### src/rtl/prog_loader_pkg.sv
// Shared types and constants for the byte-stream program loader.
// Optional checksum checking is enabled by LOADER_CHECKSUM_EN.
package prog_loader_pkg;

    typedef enum logic [3:0] {
        ST_IDLE,
        ST_HDR,
        ST_LEN,
        ST_LO,
        ST_HI,
        ST_WRITE,
        ST_CSUM,
        ST_DONE,
        ST_ERR
    } state_t;

    localparam logic [7:0] HDR_BYTE_DEF = 8'hA5;
    localparam logic [7:0] HI_RSVD_MASK = 8'hFE;

endpackage

### src/rtl/loader_csum_acc.sv
// 8-bit wrapping sum of accepted frame bytes.
// Instantiated by prog_loader only when LOADER_CHECKSUM_EN is defined.
module loader_csum_acc (
    input  logic       clk,
    input  logic       reset,
    input  logic       clr,
    input  logic       en,
    input  logic [7:0] data,
    output logic [7:0] sum
);

    always_ff @(posedge clk) begin
        if (reset || clr) begin
            sum <= '0;
        end else if (en) begin
            sum <= sum + data;
        end
    end

endmodule

### src/rtl/prog_loader.sv
// Framed byte-stream loader writing 9-bit words into instruction memory.
// Define LOADER_CHECKSUM_EN to expect and verify a trailing CSUM byte.
module prog_loader
    import prog_loader_pkg::*;
#(
    parameter int         ADDR_W   = 8,
    parameter int         INSTR_W  = 9,
    parameter logic [7:0] HDR_BYTE = HDR_BYTE_DEF
) (
    input  logic               clk,
    input  logic               reset,
    input  logic               i_Start,
    input  logic               i_Valid,
    input  logic [7:0]         i_Data,
    output logic               o_Ready,
    output logic               o_WE,
    output logic [ADDR_W-1:0]  o_Address,
    output logic [INSTR_W-1:0] o_Instruction,
    output logic               o_CpuHold,
    output logic               o_Done,
    output logic               o_Error
);

    state_t            state_q;
    state_t            state_d;
    logic [ADDR_W-1:0] cnt_q;
    logic [7:0]        len_q;
    logic [7:0]        lo_q;
    logic              hi_q;
    logic              accept;
    logic              start_ev;
    logic              last_word;
    logic              hi_bad;

    assign accept   = i_Valid & o_Ready;
    assign start_ev = i_Start &
                      (state_q inside {ST_IDLE, ST_DONE, ST_ERR});
    assign hi_bad   = |(i_Data & HI_RSVD_MASK);
    // LEN=0 gives 0-1 = 255, so a 256-word frame ends at counter 255
    assign last_word = (8'(cnt_q) == (len_q - 8'd1));

`ifdef LOADER_CHECKSUM_EN
    logic [7:0] csum;
    logic       csum_ok;

    loader_csum_acc u_csum (
        .clk   (clk),
        .reset (reset),
        .clr   (start_ev),
        .en    (accept && (state_q inside {ST_LEN, ST_LO, ST_HI})),
        .data  (i_Data),
        .sum   (csum)
    );

    assign csum_ok = (i_Data == csum);
`endif

    always_ff @(posedge clk) begin
        if (reset) begin
            state_q <= ST_IDLE;
        end else begin
            state_q <= state_d;
        end
    end

    always_comb begin
        state_d = state_q;
        unique case (state_q)
            ST_IDLE: begin
                if (start_ev) state_d = ST_HDR;
            end
            ST_HDR: begin
                if (accept && i_Data == HDR_BYTE) state_d = ST_LEN;
            end
            ST_LEN: begin
                if (accept) state_d = ST_LO;
            end
            ST_LO: begin
                if (accept) state_d = ST_HI;
            end
            ST_HI: begin
                if (accept) state_d = hi_bad ? ST_ERR : ST_WRITE;
            end
            ST_WRITE: begin
`ifdef LOADER_CHECKSUM_EN
                state_d = last_word ? ST_CSUM : ST_LO;
`else
                state_d = last_word ? ST_DONE : ST_LO;
`endif
            end
`ifdef LOADER_CHECKSUM_EN
            ST_CSUM: begin
                if (accept) state_d = csum_ok ? ST_DONE : ST_ERR;
            end
`endif
            ST_DONE, ST_ERR: begin
                if (start_ev) state_d = ST_HDR;
            end
            default: state_d = ST_IDLE;
        endcase
    end

    always_comb begin
        o_Ready   = 1'b0;
        o_WE      = 1'b0;
        o_CpuHold = 1'b1;
        o_Done    = 1'b0;
        o_Error   = 1'b0;
        unique case (state_q)
            ST_IDLE: o_CpuHold = 1'b0;
            ST_HDR, ST_LEN, ST_LO, ST_HI, ST_CSUM: o_Ready = 1'b1;
            ST_WRITE: o_WE = 1'b1;
            ST_DONE: begin
                o_CpuHold = 1'b0;
                o_Done    = 1'b1;
            end
            ST_ERR: o_Error = 1'b1;
            default: ;
        endcase
    end

    always_ff @(posedge clk) begin
        if (reset) begin
            cnt_q <= '0;
            len_q <= '0;
            lo_q  <= '0;
            hi_q  <= 1'b0;
        end else begin
            if (start_ev) begin
                cnt_q <= '0;
            end else if (state_q == ST_WRITE && !last_word) begin
                cnt_q <= cnt_q + ADDR_W'(1);
            end
            if (accept && state_q == ST_LEN) len_q <= i_Data;
            if (accept && state_q == ST_LO)  lo_q  <= i_Data;
            if (accept && state_q == ST_HI)  hi_q  <= i_Data[0];
        end
    end

    assign o_Address     = cnt_q;
    assign o_Instruction = INSTR_W'({hi_q, lo_q});

endmodule

### config.mk
export PLATFORM = sky130hd
export DESIGN_NAME = prog_loader
export DESIGN_NICKNAME = d
export VERILOG_FILES = /design/src/rtl/prog_loader_pkg.sv /design/src/rtl/loader_csum_acc.sv /design/src/rtl/prog_loader.sv
export SDC_FILE = /design/constraint.sdc
export NUM_CORES = 1
export LEC_CHECK = 0
export ABC_CLOCK_PERIOD_IN_PS = 4500
export CAP_MARGIN = 30
export CORE_UTILIZATION = 30
export CTS_CLUSTER_DIAMETER = 40
export DETAILED_ROUTE_END_ITERATION = 10
export PLACE_DENSITY_LB_ADDON = 0.08
export SKIP_CTS_REPAIR_TIMING = 1
export SLEW_MARGIN = 20
export SYNTH_ARGS = -nofsm -noshare
export SYNTH_HDL_FRONTEND = slang
export SYNTH_SLANG_ARGS = --single-unit
### constraint.sdc
create_clock -name clk -period 4.5 [get_ports clk]
set_input_delay 0.45 -clock clk [delete_from_list [all_inputs] [get_ports clk]]
set_output_delay 0.45 -clock clk [all_outputs]
set_load 0.01 [all_outputs]
==> run metrics <==
min-delay worst type flop to flop; starting utilization of the core area a little under a third; RSZ-0062 raised after global routing no; cell area after technology mapping 1710 sq um; Synth Flop Type sky130_fd_sc_hd__dfxtp_1; r2r startpoint len_q[0]; CTS HTree Levels 2; number of diodes 0; period utilisation layout approximately 60%; area of the die between 6000 and 7000 sq um; count of distinct cell types in the synthesized netlist 43; VDD IR-drop max 0.160 mV; fin cells roughly 300; register-to-register setup slack 1.96 ns; via count 1538; Clock transition at path regs approximately 0.070 ns; critical path launch point state_q[2]; sum of negative setup slack 0 ns; per-instance average area after synthesis between 8 and 9 sq um; type of origin of the critical path flop; pin slew with the least headroom to its limit 0.856 ns; data required time at the worst endpoint 4.05 ns; cell depth of the worst min-delay path 2; Routed Wire Length 4150 um; Synthesized Nets 217; detailed placer's ending HPWL 3040 um; endpoint of the worst register-to-register path o_Address[1]; number of max-cap violations 0; initial antenna violation count 0; run status finished clean; share of flip-flops with an asynchronous set or reset after synthesis 0%; Worst Skew 0.00474 ns; final critical path time including I/O delays and setup roughly 2.7 ns; Clock Latency Late Sink approximately 0.27 ns; number of synthesized register bits 29; count of flip-flops with a built-in enable after synthesis 0; total DRC errors in the routed layout 0; first-pass GRT wire length around 7300 um; clock root buffer master sky130_fd_sc_hd__clkbuf_8; TritonCTS clock tree done; Post-Synthesis Cells 203; depth of the worst register-to-register path 7; class of the most critical setup path flop to output pin; most frequent cells in the layout sky130_fd_sc_hd__clkdlybuf4s50_1, sky130_fd_sc_hd__dfxtp_1, sky130_fd_sc_hd__nor2_1, sky130_fd_sc_hd__mux2i_1, sky130_fd_sc_hd__nand2_1; Vias per Instance 5.03; 1st-iter DRT viols 101; capture endpoint of the worst hold path lo_q[3]; sum of overflow across all layers after global routing 0; all-layer global routing usage about 15%; die height 77.5 um; Pwr Density 389 nW/um^2; most frequent standard cell in the layout excluding fill and tap cells sky130_fd_sc_hd__clkdlybuf4s50_1; number of pins exceeding their max-slew limit in the final report 0; CTS sink cnt 29; DIE WIDTH 77.5 um; CTS Buf Count 5; Area Overhead vs Synth 29.3%; ratio of cells with drive above 1 in the final layout between 5 and 6%; GPL Wtd Cong 0.811; endpoint class of the critical path output pin; Data arrival, critical path between 2 and 2.5 ns; CORE AREA 5510 sq um; maximum buffer depth of the clock tree 2; origin of the worst min-delay path lo_q[3]; Routed wire per std cell 13.6 um; cell count after placement around 300; worst relative slew slack 42.8%; proportion of synthesized chip area in sequential cells about a third; antenna-violating nets left 0; number of top-level pins 34; Final #Nets ~250; static leakage power approximately 0.86 nW; number of warnings printed during yosys synthesis 0; total setup violations reported at the end of the flow 0; largest net degree at the start of global routing 23; cell row count 27; number of global-route vias before repair 1492; CP max FO 14; Peak Freq 371 MHz; count of input and output buffers 33; Fin. Hold Viols 0; iteration count of the initial detailed-routing pass 4
critical path, stage by stage (launching register included):
cell                              delay (ns)
sky130_fd_sc_hd__dfxtp_1                0.60
sky130_fd_sc_hd__nand2b_1               0.19
sky130_fd_sc_hd__nor2_1                 0.52
sky130_fd_sc_hd__clkdlybuf4s50_1        0.65
report_power, final:
group	leakage, nW	internal (mW)	switching [mW]
clock network	0.0574	0.180	0.103
logic	0.569	0.130	0.134
registers	0.234	0.275	0.0375
registers in the layout (all words and copies together), names as in the netlist:
signal	cells
hi_q	1
lo_q	8
len_q	8
state_q	4
o_Address	8
final cells by class:
type,count,area (sq um)
fillers,574,3300
multi-input cells,159,1070
flip-flops and latches,29,581
repair buffers,34,338
well taps,72,90.1
clock buffers,6,82.6
clock inverters,2,37.5
inverters,4,15.0
per-stage QoR:
step | cell area [sq um] | util (%) | power [mW] | setup WS, ns | hold WS (ns)
after floorplan | 1710 | - | 0.505 | 2.25 | 0.465
after global placement | 2080 | 37.8 | 0.584 | 1.71 | 0.480
after detailed placement | 2090 | 37.9 | 0.584 | 1.66 | 0.493
after CTS | 2210 | 40.1 | 0.875 | 1.82 | 0.511
after global routing | 2210 | 40.1 | 0.917 | 1.65 | 0.539
final | 2210 | 40.1 | 0.860 | 1.81 | 0.502
cells in the mapped netlist (2+ instances only):
cell type	instances	area share, %
sky130_fd_sc_hd__and3b_1	2	1.0
sky130_fd_sc_hd__ha_1	2	1.5
sky130_fd_sc_hd__a21oi_1	11	3.2
sky130_fd_sc_hd__and2_1	2	0.73
sky130_fd_sc_hd__or4_1	3	1.3
sky130_fd_sc_hd__clkbuf_1	8	1.8
sky130_fd_sc_hd__nand4_1	6	2.2
sky130_fd_sc_hd__nor2b_1	3	1.1
sky130_fd_sc_hd__nor3_1	5	1.5
sky130_fd_sc_hd__xnor2_1	7	3.6
sky130_fd_sc_hd__or3_1	2	0.73
sky130_fd_sc_hd__nand2b_1	11	4.0
sky130_fd_sc_hd__nand4b_1	2	1.0
sky130_fd_sc_hd__nand3_1	6	1.8
sky130_fd_sc_hd__o21ai_0	5	1.5
sky130_fd_sc_hd__inv_1	4	0.88
sky130_fd_sc_hd__dfxtp_1	29	34
sky130_fd_sc_hd__or4_4	2	1.3
sky130_fd_sc_hd__nand2_1	16	3.5
sky130_fd_sc_hd__buf_2	2	0.59
sky130_fd_sc_hd__and3_1	3	1.1
sky130_fd_sc_hd__mux2i_1	25	15
sky130_fd_sc_hd__a221oi_1	2	1.0
sky130_fd_sc_hd__nor2_1	25	5.5
sky130_fd_sc_hd__xor2_1	2	1.0
how the worst max path moves through the flow:
stage | end | slack (ns) | cells after the start
final | o_WE | 1.81 | 3
after global routing | o_WE | 1.65 | 3
after CTS | o_WE | 1.82 | 3
after detailed placement | state_q[0] | 1.66 | 6
after global placement | state_q[0] | 1.71 | 6
after floorplan | state_q[0] | 2.25 | 5
metal layers:
| layer | GRT usage [%] | up-vias | part of all wire [%] |
|---|---|---|---|
| li1 | - | 787 | - |
| met1 | 20.8 | 707 | 50 |
| met2 | 23.0 | 42 | 45 |
| met3 | 3.53 | 2 | 4.1 |
| met4 | 3.77 | 0 | 0.46 |
| met5 | 0 | - | 0 |
kinds of logic after synthesis:
family	count (synthesis)	share of synthesized area (%)
and+or+nand+nor	89	27.2
AOI/OAI and AO/OA	34	14.4
DFF	29	34.0
muxes	25	14.6
buffers and inverters	15	3.66
xor gates and xnor gates	9	4.61
adders and majority gates	2	1.46
(Power assumes the default switching activity.)
